`config.mk`:
```
export PLATFORM = sky130hd
export DESIGN_NAME = uart_tx_cfg
export DESIGN_NICKNAME = d
export VERILOG_FILES = /design/src/rtl/uart_pkg.sv /design/src/rtl/uart_tx_cfg_baud.sv /design/src/rtl/uart_tx_cfg.sv
export SDC_FILE = /design/constraint.sdc
export NUM_CORES = 1
export LEC_CHECK = 0
export BUFFER_PORTS_ARGS = -buffer_cell sky130_fd_sc_hd__buf_2
export CAP_MARGIN = 20
export CORE_MARGIN = 4
export CORE_UTILIZATION = 50
export CTS_BUF_LIST = sky130_fd_sc_hd__clkbuf_8
export DETAILED_ROUTE_END_ITERATION = 10
export GPL_TIMING_DRIVEN = 0
export PLACE_DENSITY = 0.67
export SETUP_SLACK_MARGIN = 0.02
export SLEW_MARGIN = 10
export SYNTH_ARGS = -nofsm -noshare
export SYNTH_HDL_FRONTEND = slang
export SYNTH_HIERARCHICAL = 1
export SYNTH_SLANG_ARGS = --single-unit
```
`constraint.sdc`:
```
create_clock -name sclk -period 2.6 [get_ports sclk]
set_clock_uncertainty 0.2 [all_clocks]
set_input_delay 0.39 -clock sclk [delete_from_list [all_inputs] [get_ports sclk]]
set_output_delay 0.39 -clock sclk [all_outputs]
set_load 0.02 [all_outputs]
```
`src/rtl/uart_pkg.sv`:
```
// Purpose: shared UART definitions (parity modes, FSM encoding, frame sizing) for the tx/rx pair.
// Latency: n/a (constants, types and a pure function only).
// Backpressure: n/a.
package uart_pkg;

    localparam int PARITY_NONE = 0;
    localparam int PARITY_ODD  = 1;
    localparam int PARITY_EVEN = 2;

    typedef enum logic [2:0] {
        ST_IDLE   = 3'd0,
        ST_START  = 3'd1,
        ST_DATA   = 3'd2,
        ST_PARITY = 3'd3,
        ST_STOP   = 3'd4
    } uart_state_t;

    // Serial bit slots in one frame: start + data + optional parity + stop(s).
    function automatic int frame_bits(input int data_bits, input int parity, input int stop_bits);
        return 1 + data_bits + ((parity != PARITY_NONE) ? 1 : 0) + stop_bits;
    endfunction

endpackage

```
`src/rtl/uart_tx_cfg_baud.sv`:
```
// Purpose: bit-period timer; flags the last sclk cycle of every serial bit while enabled.
// Latency: bit_tick asserts CLK_DIV cycles after en rises, then every CLK_DIV cycles.
// Backpressure: none; counter is held at zero whenever en is low.
// Ports: sclk/rst_n clock and async active-low reset, en run enable, bit_tick end-of-bit flag.
module uart_baud_tick #(
    parameter int CLK_DIV = 5208
) (
    input  logic sclk,
    input  logic rst_n,
    input  logic en,
    output logic bit_tick
);

    localparam int CNT_W = (CLK_DIV > 1) ? $clog2(CLK_DIV) : 1;
    localparam logic [CNT_W-1:0] CNT_LAST = CNT_W'(CLK_DIV - 1);

    logic [CNT_W-1:0] cnt_q;
    logic [CNT_W-1:0] cnt_d;

    always_comb begin
        cnt_d    = '0;
        bit_tick = 1'b0;
        if (en) begin
            bit_tick = (cnt_q == CNT_LAST);
            cnt_d    = bit_tick ? '0 : cnt_q + CNT_W'(1);
        end
    end

    always_ff @(posedge sclk or negedge rst_n) begin
        if (!rst_n) begin
            cnt_q <= '0;
        end else begin
            cnt_q <= cnt_d;
        end
    end

endmodule

```
`src/rtl/uart_tx_cfg.sv`:
```
// Purpose: parametrised UART transmitter (5..8 data bits, none/odd/even parity, 1..2 stop bits), LSB first.
// Latency: tx drops on the accept edge; tx_done pulses one cycle after the last stop bit ends.
// Backpressure: tx_ready is high only in IDLE; tx_valid while a frame is in flight is ignored.
// Ports: sclk, rst_n (async active-low); tx_valid/tx_ready/tx_data byte handshake;
//        tx serial line (registered, idle high); tx_busy frame in progress; tx_done end-of-frame pulse.
module uart_tx_cfg
    import uart_pkg::*;
#(
    parameter int CLK_DIV   = 5208,
    parameter int DATA_BITS = 8,
    parameter int PARITY    = 0,
    parameter int STOP_BITS = 1
) (
    input  logic                 sclk,
    input  logic                 rst_n,
    input  logic                 tx_valid,
    output logic                 tx_ready,
    input  logic [DATA_BITS-1:0] tx_data,
    output logic                 tx,
    output logic                 tx_busy,
    output logic                 tx_done
);

    if (CLK_DIV < 2 || DATA_BITS < 5 || DATA_BITS > 8 || PARITY < 0 || PARITY > 2 ||
        STOP_BITS < 1 || STOP_BITS > 2) begin : g_bad_params
        $error("uart_tx_cfg: illegal parameter set");
    end

    // One index counter serves both data bits and stop bits.
    localparam int IDX_W = $clog2(DATA_BITS);
    localparam logic [IDX_W-1:0] DATA_LAST = IDX_W'(DATA_BITS - 1);
    localparam logic [IDX_W-1:0] STOP_LAST = IDX_W'(STOP_BITS - 1);

    uart_state_t          state_q, state_d;
    logic [DATA_BITS-1:0] data_q, data_d;
    logic [IDX_W-1:0]     idx_q, idx_d;
    logic                 tx_q, tx_d;
    logic                 done_q, done_d;

    logic                 bit_tick;
    logic [IDX_W-1:0]     idx_inc;
    logic                 par_bit;

    uart_baud_tick #(
        .CLK_DIV (CLK_DIV)
    ) u_baud (
        .sclk     (sclk),
        .rst_n    (rst_n),
        .en       (state_q != ST_IDLE),
        .bit_tick (bit_tick)
    );

    assign idx_inc = idx_q + IDX_W'(1);
    assign par_bit = (PARITY == PARITY_EVEN) ? ^data_q : ~^data_q;

    // tx is registered, so each state loads the value of the *next* slot at the tick edge.
    always_comb begin
        state_d = state_q;
        data_d  = data_q;
        idx_d   = idx_q;
        tx_d    = tx_q;
        done_d  = 1'b0;
        case (state_q)
            ST_IDLE: begin
                tx_d = 1'b1;
                if (tx_valid) begin
                    data_d  = tx_data;
                    idx_d   = '0;
                    tx_d    = 1'b0;
                    state_d = ST_START;
                end
            end
            ST_START: begin
                if (bit_tick) begin
                    idx_d   = '0;
                    tx_d    = data_q[0];
                    state_d = ST_DATA;
                end
            end
            ST_DATA: begin
                if (bit_tick) begin
                    if (idx_q == DATA_LAST) begin
                        idx_d = '0;
                        if (PARITY != PARITY_NONE) begin
                            tx_d    = par_bit;
                            state_d = ST_PARITY;
                        end else begin
                            tx_d    = 1'b1;
                            state_d = ST_STOP;
                        end
                    end else begin
                        idx_d = idx_inc;
                        tx_d  = data_q[idx_inc];
                    end
                end
            end
            ST_PARITY: begin
                if (bit_tick) begin
                    idx_d   = '0;
                    tx_d    = 1'b1;
                    state_d = ST_STOP;
                end
            end
            ST_STOP: begin
                tx_d = 1'b1;
                if (bit_tick) begin
                    if (idx_q == STOP_LAST) begin
                        idx_d   = '0;
                        done_d  = 1'b1;
                        state_d = ST_IDLE;
                    end else begin
                        idx_d = idx_inc;
                    end
                end
            end
            default: begin
                tx_d    = 1'b1;
                idx_d   = '0;
                state_d = ST_IDLE;
            end
        endcase
    end

    always_ff @(posedge sclk or negedge rst_n) begin
        if (!rst_n) begin
            state_q <= ST_IDLE;
            data_q  <= '0;
            idx_q   <= '0;
            tx_q    <= 1'b1;
            done_q  <= 1'b0;
        end else begin
            state_q <= state_d;
            data_q  <= data_d;
            idx_q   <= idx_d;
            tx_q    <= tx_d;
            done_q  <= done_d;
        end
    end

    assign tx_ready = (state_q == ST_IDLE);
    assign tx_busy  = (state_q != ST_IDLE);
    assign tx       = tx_q;
    assign tx_done  = done_q;

endmodule
```
# ---- Word-level counts from Yosys, hierarchy flattened
# Cells that the tools add are included.
dict set report word_totals {
  ff_bits 29
  inputBits 11
  output_inout_bits 4
  wordCells 60
}
dict set report op_classes {
  addsub 2
  n_lt_le_gt_ge 1
  n_eq_ne 14
  mux 29
  n_reduce_logical 8
}
# op n
set ops {}
lappend ops {{$mux 3} 13}
lappend ops {{$mux 13} 2}
lappend ops {{$pmux 3 s5} 1}
lappend ops {{$ne 2x2->1 const B} 7}
lappend ops {{$add 13x1->13 const B} 1}
lappend ops {{$eq 13x13->1 const B} 1}
lappend ops {{$pmux 3 s4} 1}
lappend ops {{$mux 1} 10}
lappend ops {{$reduce_and 7->1} 1}
lappend ops {{$eq 3x2->1 const B} 2}
lappend ops {{$eq 3x3->1 const B} 2}
lappend ops {{$logic_not 3->1} 2}
lappend ops {{$lt 3x4->1 const B} 1}
lappend ops {{$pmux 1 s4} 1}
lappend ops {{$reduce_and 4->1} 1}
lappend ops {{$add 3x1->3 const B} 1}
lappend ops {{$bmux 1 s3} 1}
lappend ops {{$eq 3x1->1 const B} 1}
lappend ops {{$reduce_and 3->1} 1}
lappend ops {{$reduce_bool 3->1} 1}
lappend ops {{$ne 2x1->1 const B} 1}
lappend ops {{$reduce_and 2->1} 1}
lappend ops {{$reduce_or 2->1} 1}

# ---- Depth between registers and ports, before layout
# Gate-level depths: netlist of the first run.
dict set report logic_depth {
  depth_word 6
  depth_mapped 9
  depth_no_buf 8
}

# ---- Hierarchy
# The synthesis of the first run kept the hierarchy.
# mod instances cells_per_inst area_per_inst_um2 seq_area_each_um2
set by_module_without_submodules {}
lappend by_module_without_submodules {uart_tx_cfg 1 83 910.9 401.6}
lappend by_module_without_submodules {uart_baud_tick 1 69 668.1 325.3}

# ---- Worst setup path before layout of the first run
# OpenSTA, ideal clock, no wires.
dict set report synth_timing {
  kind {register to register}
  startpoint {reg state_q[1]}
  endpoint {reg idx_q[0]}
  setup_time_ps 128
  arrival_time_ps 1973
  t_required_ps 2272
  setup_slack_ps 299
  path_stages_with_launch 9
  path_buffers 1
  period_less_slack_ps 2301
  path_cell_list {dfrtp_1 > nor3_2 > inv_1 > inv_1 > nor4_1 > buf_2 > o31ai_2 > o31ai_2 > mux2_1}
}
dict set report synth_via {
  elab_cells_between_ends 14
  cone_classes {eq/ne (8); mux (2); reduce/logical (4)}
}
# element line
set synth_lines {}
lappend synth_lines {{start, declared} uart_tx_cfg.sv:34} ;# uart_state_t state_q, state_d;
lappend synth_lines {{start signal, assigned} uart_tx_cfg.sv:132} ;# state_q <= state_d;
lappend synth_lines {{$logic_not 3->1 *} -}
lappend synth_lines {{via tx_ready} uart_tx_cfg.sv:17} ;# output logic tx_ready,
lappend synth_lines {{$ne 2x2->1 (no line)} -}
lappend synth_lines {{$reduce_and 4->1 (no line)} -}
lappend synth_lines {{end signal, assigned} uart_tx_cfg.sv:134} ;# idx_q <= idx_d;
lappend synth_lines {{end, declared} uart_tx_cfg.sv:36} ;# logic [IDX_W-1:0] idx_q, idx_d;
# The timed path passes the listed nets; every way through them passes the cells marked *.
# A chain may end at the register's enable or synchronous reset.

# ---- Worst setup path after layout of the first run
dict set report layout_timing {
  startpoint {reg u_baud.cnt_q[7]}
  endpoint {reg idx_q[1]}
}
dict set report layout_via {
  elab_chain_cells 4
  elab_cells_between_ends 6
  cone_classes {eq/ne (4); mux (1); reduce/logical (1)}
}
# element line
set layout_lines {}
lappend layout_lines {{start, declared} uart_tx_cfg_baud.sv:17} ;# logic [CNT_W-1:0] cnt_q;
lappend layout_lines {{start signal, assigned} uart_tx_cfg_baud.sv:33} ;# cnt_q <= cnt_d;
lappend layout_lines {{$eq 13x13->1 *} uart_tx_cfg_baud.sv:24} ;# bit_tick = (cnt_q == CNT_LAST);
lappend layout_lines {{$mux 1 *} uart_tx_cfg_baud.sv:23} ;# if (en) begin
lappend layout_lines {{via bit_tick} uart_tx_cfg.sv:40} ;# logic bit_tick;
lappend layout_lines {{$ne 2x1->1 (no line) / $ne 2x2->1 (equally long branches)} -}
lappend layout_lines {{$reduce_and 4->1 (no line) *} -}
# Marks and branches as above.

==> out/metrics.csv, run 1 <==
metric,value,unit
top-area cell type share of the netlist area,0.4437,
Post-Synthesis Cells,152,
Synth Net Count,167,
CP Max Fanout,7,
post-layout min period,2391,ps
worst reg2reg path endpoint,idx_q[1]$_DFFE_PN0P_,
Syn. warnings,6,
origin of the critical flop-to-flop path,u_baud/cnt_q[7]$_DFF_PN0_,
"CP delay by family, top",simple AND/OR/NAND/NOR gates,
WL/cell,13.73,microns
Levels on crit path,6,
Num Clock Sinks,29,
period utilization,0.9196,
"Data required, critical path",2560,ps
core area,3028,sq um
critical path capture point,idx_q[1]$_DFFE_PN0P_,
initial antenna violation count,0,
Antenna Cells,0,
H-tree levels,2,
Hold Slack,122.9,ps
r2r setup slk,210,ps
Multi-input gate area,775.7,sq um
TritonCTS clock tree,built,
Worst Reg2Reg Path Length in Cells,6,
PwrDens,664.2,nW/um^2
number of synthesized flops with an enable pin,0,
GR Util All Layers,0.1707,
IO Port Bufs,14,
slowest CP cell,or4b_4,
outcome,"finished, final reports clean",
clock buffer depth,2,
worst slew pin tran,633.2,ps
CTS buffer count,5,
total die area,4121,sq um
Buf/Inv on CP,1,
clk_lat worst skew,280,ps
Setup TNS,0,ps
"top cells by area, synth","dfrtp_1 (44%), mux2_2 (5.0%), a21oi_1 (3.5%), ha_1 (3.2%), o21ai_0 (2.5%)",
Rows,20,
Final GP Congestion,0.8103,
"Seq/Total Area, Yosys",0.4604,
CP Data Arrival Time,2350,ps
final hold vios,0,
most common cell in the netlist,dfrtp_1,
hold wc startpoint,tx_data[0],
Initial Util,0.5215,
crit start category,register,
Post-DRT Antenna Nets,0,
nets,192,
area grow syn2layout,16.09,%
pin count of the biggest net entering global routing,30,
worst rel slew slack,0.5779,
Worst-path clk slew,60,ps
1st-pass router iterations,4,
CTS Root Cell,clkbuf_8,
Die X,64.20,microns
"FFs w/ async S/R, synth",1.000,
CP cell instances,"or4b_4, nor4_2, buf_4, nor2_1, o31ai_2, mux2_1",
fin. max-slew vios,0,
final instance area,1833,sq um
Critical Path Source,u_baud/cnt_q[7]$_DFF_PN0_,
Detail Placement HPWL,2178,microns
gr ovfl total,0,
share of cells above drive strength 1,0.2753,
Detailed Route Iter0 Violations,69,
first-pass GRT wire length,5520,microns
"top cells by count, synth","dfrtp_1 (28), a21oi_1 (11), nor2_1 (10), inv_1 (8), o21ai_0 (8)",
syn_area_per_cell,10.39,sq um
io pins,15,
Post-route DRC,0,
Die Height,64.20,microns
routed via count,1235,
Seq cells post-synth,29,
post-synth top area cell,dfrtp_1,
FF/Latch Area,728.2,sq um
Avg Vias per Cell,5.563,
Setup Viol. Count Final,0,
ys flop type,dfrtp_1,
fmax,0.4182,GHz
RSZ-0062 raised after global routing,no,
maximum VDD drop,509.0,uV
Netlist cell types,41,
placed instance area,1704,sq um
Syn Std Cell Area,1579,sq um
Worst Hold Class,primary input to register,
vias in the first global route,1208,
max cap viols,0,
worst setup path class,register to register,
"Largest stage delay, worst path",570,ps
P_leak,0.7824,nW
Detailed Route WL,3047,microns
fillcell total,269,
Worst Setup End Kind,register,
[layout by cell type (no fill, tap or decap), types with 2 or more instances in the layout]
| cell type | netlist | layout |
|---|---|---|
| a21oi_1 | 11 | 11 |
| a2bb2oi_1 | 2 | 2 |
| buf_2 | 3 | 16 |
| buf_4 | 3 | 7 |
| clkbuf_8 | 0 | 5 |
| clkinv_2 | 0 | 2 |
| dfrtp_1 | 28 | 27 |
| ha_1 | 4 | 4 |
| inv_1 | 8 | 8 |
| mux2_1 | 3 | 3 |
| mux2_2 | 7 | 7 |
| mux2i_1 | 3 | 3 |
| nand2_1 | 6 | 6 |
| nand2b_1 | 4 | 4 |
| nand3_1 | 7 | 7 |
| nand4_1 | 3 | 3 |
| nor2_1 | 10 | 10 |
| nor2b_1 | 3 | 3 |
| nor3_1 | 2 | 2 |
| nor3_2 | 2 | 2 |
| o21ai_0 | 8 | 8 |
| o31ai_1 | 4 | 4 |
| o31ai_2 | 3 | 3 |
| or3_1 | 5 | 5 |
| or4_1 | 3 | 3 |
| xor2_1 | 2 | 2 |
[sequential cells by signal, summed over array words and instances (netlist names)]
register      cells
data_q            8
idx_q             3
state_q           3
tx                1
tx_done           1
u_baud/cnt_q     13
[worst reg2reg max path, cell delays in order (launching register included)]
cell     delay [ps]
dfrtp_1         420
or4b_4          570
nor4_2          220
buf_4           180
nor2_1           60
o31ai_2         280
mux2_1          350
[per-layer routing]
layer	track usage	share of wire
met3	0.05097	0.053
met5	0	0
met4	0.06332	0.017
met2	0.2581	0.45
met1	0.2304	0.48
[area by class of cell]
type | count | area share
clock inverter | 3 | 0.009556
timing repair buffer | 18 | 0.05597
buffer | 8 | 0.03003
tap | 44 | 0.03003
clock buffer | 5 | 0.03754
inverter | 8 | 0.01638
multi-input combinational | 107 | 0.4232
sequential | 29 | 0.3973
[worst min-delay path by stage]
stage,to,slack (ps),depth (start not counted)
5_1_grt,data_q[0]$_DFFE_PN0P_,110,2
4_1_cts,data_q[0]$_DFFE_PN0P_,120,2
2_1_floorplan,data_q[0]$_DFFE_PN0P_,-110,0
3_5_place_dp,tx_done$_DFF_PN0_,250,1
3_3_place_gp,tx_done$_DFF_PN0_,240,1
6_report,data_q[0]$_DFFE_PN0P_,120,2
[kinds of logic after synthesis]
group	Yosys count	synth area share
DFF	29	0.4604
adders and majority gates	4	0.03170
muxes	14	0.1046
and+or+nand+nor	53	0.1973
AOI/OAI and AO/OA	33	0.1371
xor gates and xnor gates	3	0.01664
buffers and inverters	16	0.05229
[repair_timing]
item | 4_1_cts | 5_1_grt
endpoints found under the setup margin | 0 | 3
hold endpoints to repair | 28 | 0
setup buffers | 0 | 3
gates resized for setup | 0 | 3
hold buffers | 1 | 0
[metrics by stage]
stage / utilization / setup slack (ps) / power, mW / cells
floorplan: - / 299.1 / 0.7907 / 152
global route: 0.6054 / 28.93 / 1.306 / 222
finish: 0.6054 / 209.0 / 1.217 / 222
detailed placement: 0.5628 / 143.9 / 0.8628 / 210
global placement: 0.5628 / 167.5 / 0.8525 / 210
CTS: 0.5946 / 126.7 / 1.230 / 219
[power by group]
part | switching (mW) | total [mW] | internal, mW
clock | 0.178 | 0.362 | 0.184
sequential | 0.0612 | 0.604 | 0.543
combinational | 0.128 | 0.252 | 0.124
total | 0.366 | 1.22 | 0.851
(Power assumes the default switching activity.)
==> inputs of run 2 (changes only) <==
- RECOVER_POWER: default -> 25
==> out/metrics.csv, run 2 (synthesis results as in run 1) <==
metric,value,unit,change
Worst Setup End Kind,register,,unchanged
Worst-path clk slew,60,ps,about the same
Num Clock Sinks,29,,unchanged
WL/cell,13.73,microns,about the same
nets,192,,unchanged
Worst Reg2Reg Path Length in Cells,6,,unchanged
H-tree levels,2,,unchanged
CP Data Arrival Time,2350,ps,about the same
Detailed Route Iter0 Violations,69,,unchanged
CTS buffer count,5,,unchanged
Util after Layout,0.6033,,was 0.6054
fmax,0.4182,GHz,about the same
total die area,4121,sq um,unchanged
worst reg2reg path endpoint,idx_q[1]$_DFFE_PN0P_,,unchanged
fin. max-slew vios,0,,unchanged
Post-route DRC,0,,unchanged
Rows,20,,unchanged
CP Max Fanout,7,,unchanged
Avg Vias per Cell,5.563,,unchanged
Setup Viol. Count Final,0,,unchanged
"Data required, critical path",2560,ps,about the same
core area,3028,sq um,unchanged
1st-pass router iterations,4,,unchanged
worst hold path stage count,2,,unchanged
clock buffer depth,2,,unchanged
PwrDens,666.2,nW/um^2,was 664.2 nW/um^2
maximum VDD drop,509.0,uV,about the same
TritonCTS clock tree,built,,unchanged
worst rel slew slack,0.5761,,was 0.5779
max cap viols,0,,unchanged
Detail Placement HPWL,2178,microns,unchanged
clk_lat worst skew,280,ps,about the same
RSZ-0062 raised after global routing,no,,unchanged
top flop regs,"u_baud/cnt_q (13), data_q (8)",,unchanged
GR Util All Layers,0.1707,,unchanged
"Largest stage delay, worst path",570,ps,about the same
hold wc startpoint,tx_data[0],,unchanged
crit start category,register,,unchanged
placed instance area,1704,sq um,unchanged
total chip power,1.217,mW,about the same
worst slew pin tran,635.9,ps,was 633.2 ps
Die Height,64.20,microns,unchanged
Setup TNS,0,ps,unchanged
Worst Hold Class,primary input to register,,unchanged
post-layout min period,2391,ps,about the same
pin count of the biggest net entering global routing,30,,unchanged
Final GP Congestion,0.8103,,unchanged
area grow syn2layout,15.69,%,was 16.09%
Buf/Inv on CP,1,,unchanged
final instance area,1827,sq um,was 1833 sq um
Post-DRT Antenna Nets,0,,unchanged
IO Port Bufs,14,,unchanged
Biggest register,u_baud/cnt_q,,unchanged
Antenna Cells,0,,unchanged
final hold vios,0,,unchanged
placed insts,210,,unchanged
slowest CP cell,or4b_4,,unchanged
"commonest cells after routing, fill and taps aside","dfrtp_1 (27), buf_2 (15), a21oi_1 (11)",,"was dfrtp_1 (27), buf_2 (16), a21oi_1 (11)"
worst setup path class,register to register,,unchanged
"Cell Count, Final, Fillers Out",222,,unchanged
fillcell total,270,,was 269
origin of the critical flop-to-flop path,u_baud/cnt_q[7]$_DFF_PN0_,,unchanged
routed via count,1235,,unchanged
P_leak,0.7736,nW,was 0.7824 nW
"CP delay by family, top",simple AND/OR/NAND/NOR gates,,unchanged
r2r setup slk,210,ps,about the same
first-pass GRT wire length,5520,microns,unchanged
max FFs per register,13,,unchanged
initial antenna violation count,0,,unchanged
gr ovfl total,0,,unchanged
share of cells above drive strength 1,0.2640,,was 0.2753
period utilization,0.9196,,about the same
io pins,15,,unchanged
outcome,"finished, final reports clean",,unchanged
Detailed Route WL,3048,microns,was 3047 microns
vias in the first global route,1208,,unchanged
CTS Root Cell,clkbuf_8,,unchanged
Die X,64.20,microns,unchanged
CP cell instances,"or4b_4, nor4_2, buf_4, nor2_1, o31ai_2, mux2_1",,unchanged
WHS Endpoint,data_q[0]$_DFFE_PN0P_,,unchanged
"most common cell after layout, fill and taps aside",dfrtp_1,,unchanged
Initial Util,0.5215,,unchanged
[run 2: worst register-to-register path: stages (launching register included)]
cell     delay, ps
dfrtp_1        420
or4b_4         570
nor4_2         220
buf_4          180
nor2_1          60
o31ai_2        280
mux2_1         350
[run 2: report_power, final]
part           internal (mW)  total, mW  switching (mW)
clock network          0.184      0.362           0.178
registers              0.543      0.604          0.0609
logic                  0.124      0.251           0.128
total                  0.851       1.22           0.366
[run 2: area by class of cell]
class	instances	area, sq um	area share
inverter	8	30.03	0.01644
timing repair buffer	18	101.3	0.05548
tap	44	55.05	0.03014
clock buffer	5	68.82	0.03767
sequential	29	728.2	0.3986
clock inverter	3	17.52	0.009589
multi-input combinational	107	770.7	0.4219
buffer	8	55.05	0.03014
[run 2: metal layers]
layer | GRT usage | share of wire | vias to the layer above
li1 | - | - | 602
met1 | 0.2304 | 0.48 | 589
met2 | 0.2581 | 0.45 | 38
met3 | 0.05097 | 0.052 | 6
met4 | 0.06332 | 0.017 | 0
met5 | 0 | 0 | -
[run 2: metrics by stage]
step                hold WS, ps  worst slack [ps]
finish                    122.9             209.0
global route              113.4             28.93
CTS                       117.3             126.7
detailed placement        253.1             143.9
global placement          241.5             167.5
floorplan                -105.6             299.1
[run 2: repair_timing]
action	in CTS	in global routing
hold endpoints to repair	28	0
endpoints found under the setup margin	0	3
hold buffers	1	0
buffers inserted	0	3
resized for setup	0	3
[run 2: worst max-delay path by stage]
stage	from	end	cells past startpoint	slack, ps
CTS	u_baud/cnt_q[9]$_DFF_PN0_	idx_q[1]$_DFFE_PN0P_	6	130
global placement	u_baud/cnt_q[9]$_DFF_PN0_	idx_q[1]$_DFFE_PN0P_	6	170
finish	u_baud/cnt_q[7]$_DFF_PN0_	idx_q[1]$_DFFE_PN0P_	6	210
global route	u_baud/cnt_q[9]$_DFF_PN0_	idx_q[1]$_DFFE_PN0P_	6	30
detailed placement	u_baud/cnt_q[9]$_DFF_PN0_	idx_q[1]$_DFFE_PN0P_	6	140
floorplan	state_q[1]$_DFFE_PN0P_	idx_q[0]$_DFFE_PN0P_	8	300
==> inputs of run 3 (changes only) <==
- GPL_TIMING_DRIVEN: 0 -> default
==> out/metrics.csv, run 3 (synthesis results as in run 1) <==
metric,value,unit,change
max FFs per register,13,,unchanged
Post-route DRC,0,,unchanged
Critical Path Source,u_baud/cnt_q[9]$_DFF_PN0_,,was u_baud/cnt_q[7]$_DFF_PN0_
final hold vios,0,,unchanged
WHS Endpoint,data_q[0]$_DFFE_PN0P_,,unchanged
CTS buffer count,5,,unchanged
"commonest cells after routing, fill and taps aside","dfrtp_1 (28), buf_2 (12), a21oi_1 (11)",,"was dfrtp_1 (27), buf_2 (15), a21oi_1 (11)"
Initial Util,0.5215,,unchanged
pin count of the biggest net entering global routing,30,,unchanged
Util after Layout,0.5971,,was 0.6033
hold-fix buffers at CTS,1,,unchanged
CP Data Arrival Time,2410,ps,was 2350 ps
share of cells above drive strength 1,0.2209,,was 0.2640
CTS Root Cell,clkbuf_8,,unchanged
Die Height,64.20,microns,unchanged
Setup TNS,0,ps,unchanged
worst hold path stage count,2,,unchanged
clk_lat worst skew,280,ps,about the same
hold wc startpoint,tx_data[0],,unchanged
placed instance area,1689,sq um,was 1704 sq um
vias in the first global route,1282,,was 1208
routed via count,1235,,unchanged
P_leak,0.7658,nW,was 0.7736 nW
fmax,0.4107,GHz,was 0.4182 GHz
Detailed Route Iter0 Violations,109,,was 69
PwrDens,740.6,nW/um^2,was 666.2 nW/um^2
Biggest register,u_baud/cnt_q,,unchanged
Setup Viol. Count Final,0,,unchanged
failing checks,"max-capacitance violations, max-slew violations",,
io pins,15,,unchanged
gr ovfl total,0,,unchanged
outcome,"complete, but fails checks",,"was finished, final reports clean"
Num Clock Sinks,29,,unchanged
Rows,20,,unchanged
H-tree levels,2,,unchanged
"Data required, critical path",2570,ps,was 2560 ps
Antenna Cells,0,,unchanged
crit start category,register,,unchanged
Post-DRT Antenna Nets,0,,unchanged
Final GP Congestion,0.8083,,was 0.8103
initial antenna violation count,0,,unchanged
area grow syn2layout,14.50,%,was 15.69%
RSZ-0062 raised after global routing,no,,unchanged
origin of the critical flop-to-flop path,u_baud/cnt_q[9]$_DFF_PN0_,,was u_baud/cnt_q[7]$_DFF_PN0_
"most common cell after layout, fill and taps aside",dfrtp_1,,unchanged
post-layout min period,2435,ps,was 2391 ps
top flop regs,"u_baud/cnt_q (13), data_q (8)",,unchanged
Detail Placement HPWL,2227,microns,was 2178 microns
final instance area,1808,sq um,was 1827 sq um
period utilization,0.9365,,was 0.9196
CTS resizes,0,,unchanged
Worst-path clk slew,60,ps,about the same
fin. max-slew vios,30,,was 0
core area,3028,sq um,unchanged
1st-pass router iterations,4,,unchanged
Worst Reg2Reg Path Length in Cells,6,,unchanged
total chip power,1.339,mW,was 1.217 mW
worst rel slew slack,-0.02307,,was 0.5761
Detailed Route WL,3223,microns,was 3048 microns
GR Util All Layers,0.1835,,was 0.1707
TritonCTS clock tree,built,,unchanged
CP Max Fanout,10,,was 7
total die area,4121,sq um,unchanged
Die X,64.20,microns,unchanged
Worst Hold Class,primary input to register,,unchanged
worst slew pin tran,1535,ps,was 635.9 ps
WL/cell,14.92,microns,was 13.73 microns
max cap viols,1,,was 0
r2r setup slk,160,ps,was 210 ps
clock buffer depth,2,,unchanged
IO Port Bufs,14,,unchanged
worst setup path class,register to register,,unchanged
first-pass GRT wire length,5754,microns,was 5520 microns
Avg Vias per Cell,5.718,,was 5.563
maximum VDD drop,394.9,uV,was 509.0 uV
worst reg2reg path endpoint,idx_q[0]$_DFFE_PN0P_,,was idx_q[1]$_DFFE_PN0P_
Worst Setup End Kind,register,,unchanged
nets,186,,was 192
Post-CTS Setup Inserts,0,,unchanged
-- run 3: metrics by stage --
stage	std cells	worst slack, ps	hold slack, ps
floorplan	152	299.1	-105.6
global placement	207	251.4	250.2
detailed placement	207	168.4	254.8
CTS	216	158.7	118.1
global route	216	59.28	107.9
finish	216	165.0	129.8
-- run 3: worst max-delay path, stage by stage (launching register included) --
cell and delay, ps:
dfrtp_1 430, or4b_4 540, nor4_1 260, buf_4 210, nor2_1 70, o31ai_2 260
mux2_1 350
-- run 3: layout make-up --
class                   count  area (sq um)
well taps                  44         55.05
inverters                   8         30.03
clock inverters             2         33.78
multi-input cells         107         764.5
clock buffers               6         82.58
repair buffers             20         115.1
flip-flops and latches     29         726.9
fillers                   269          1220
-- run 3: power by group --
part / internal, mW / switching (mW) / total, mW
combinational: 0.120 / 0.114 / 0.234
sequential: 0.543 / 0.0752 / 0.618
clock: 0.308 / 0.179 / 0.487
-- run 3: routing by layer --
layer,vias up,GRT usage,routed length [microns]
met3,12,0.06327,141
met5,-,0,0
li1,593,-,-
met4,0,0.09499,101
met2,41,0.2761,1456
met1,589,0.2321,1522
-- run 3: worst max path at each step --
stage / end / slack, ps / cells past startpoint
floorplan: idx_q[0]$_DFFE_PN0P_ / 300 / 8
global placement: idx_q[1]$_DFFE_PN0P_ / 250 / 6
detailed placement: idx_q[0]$_DFFE_PN0P_ / 170 / 6
CTS: idx_q[1]$_DFFE_PN0P_ / 160 / 6
global route: idx_q[1]$_DFFE_PN0P_ / 60 / 6
finish: idx_q[0]$_DFFE_PN0P_ / 160 / 6
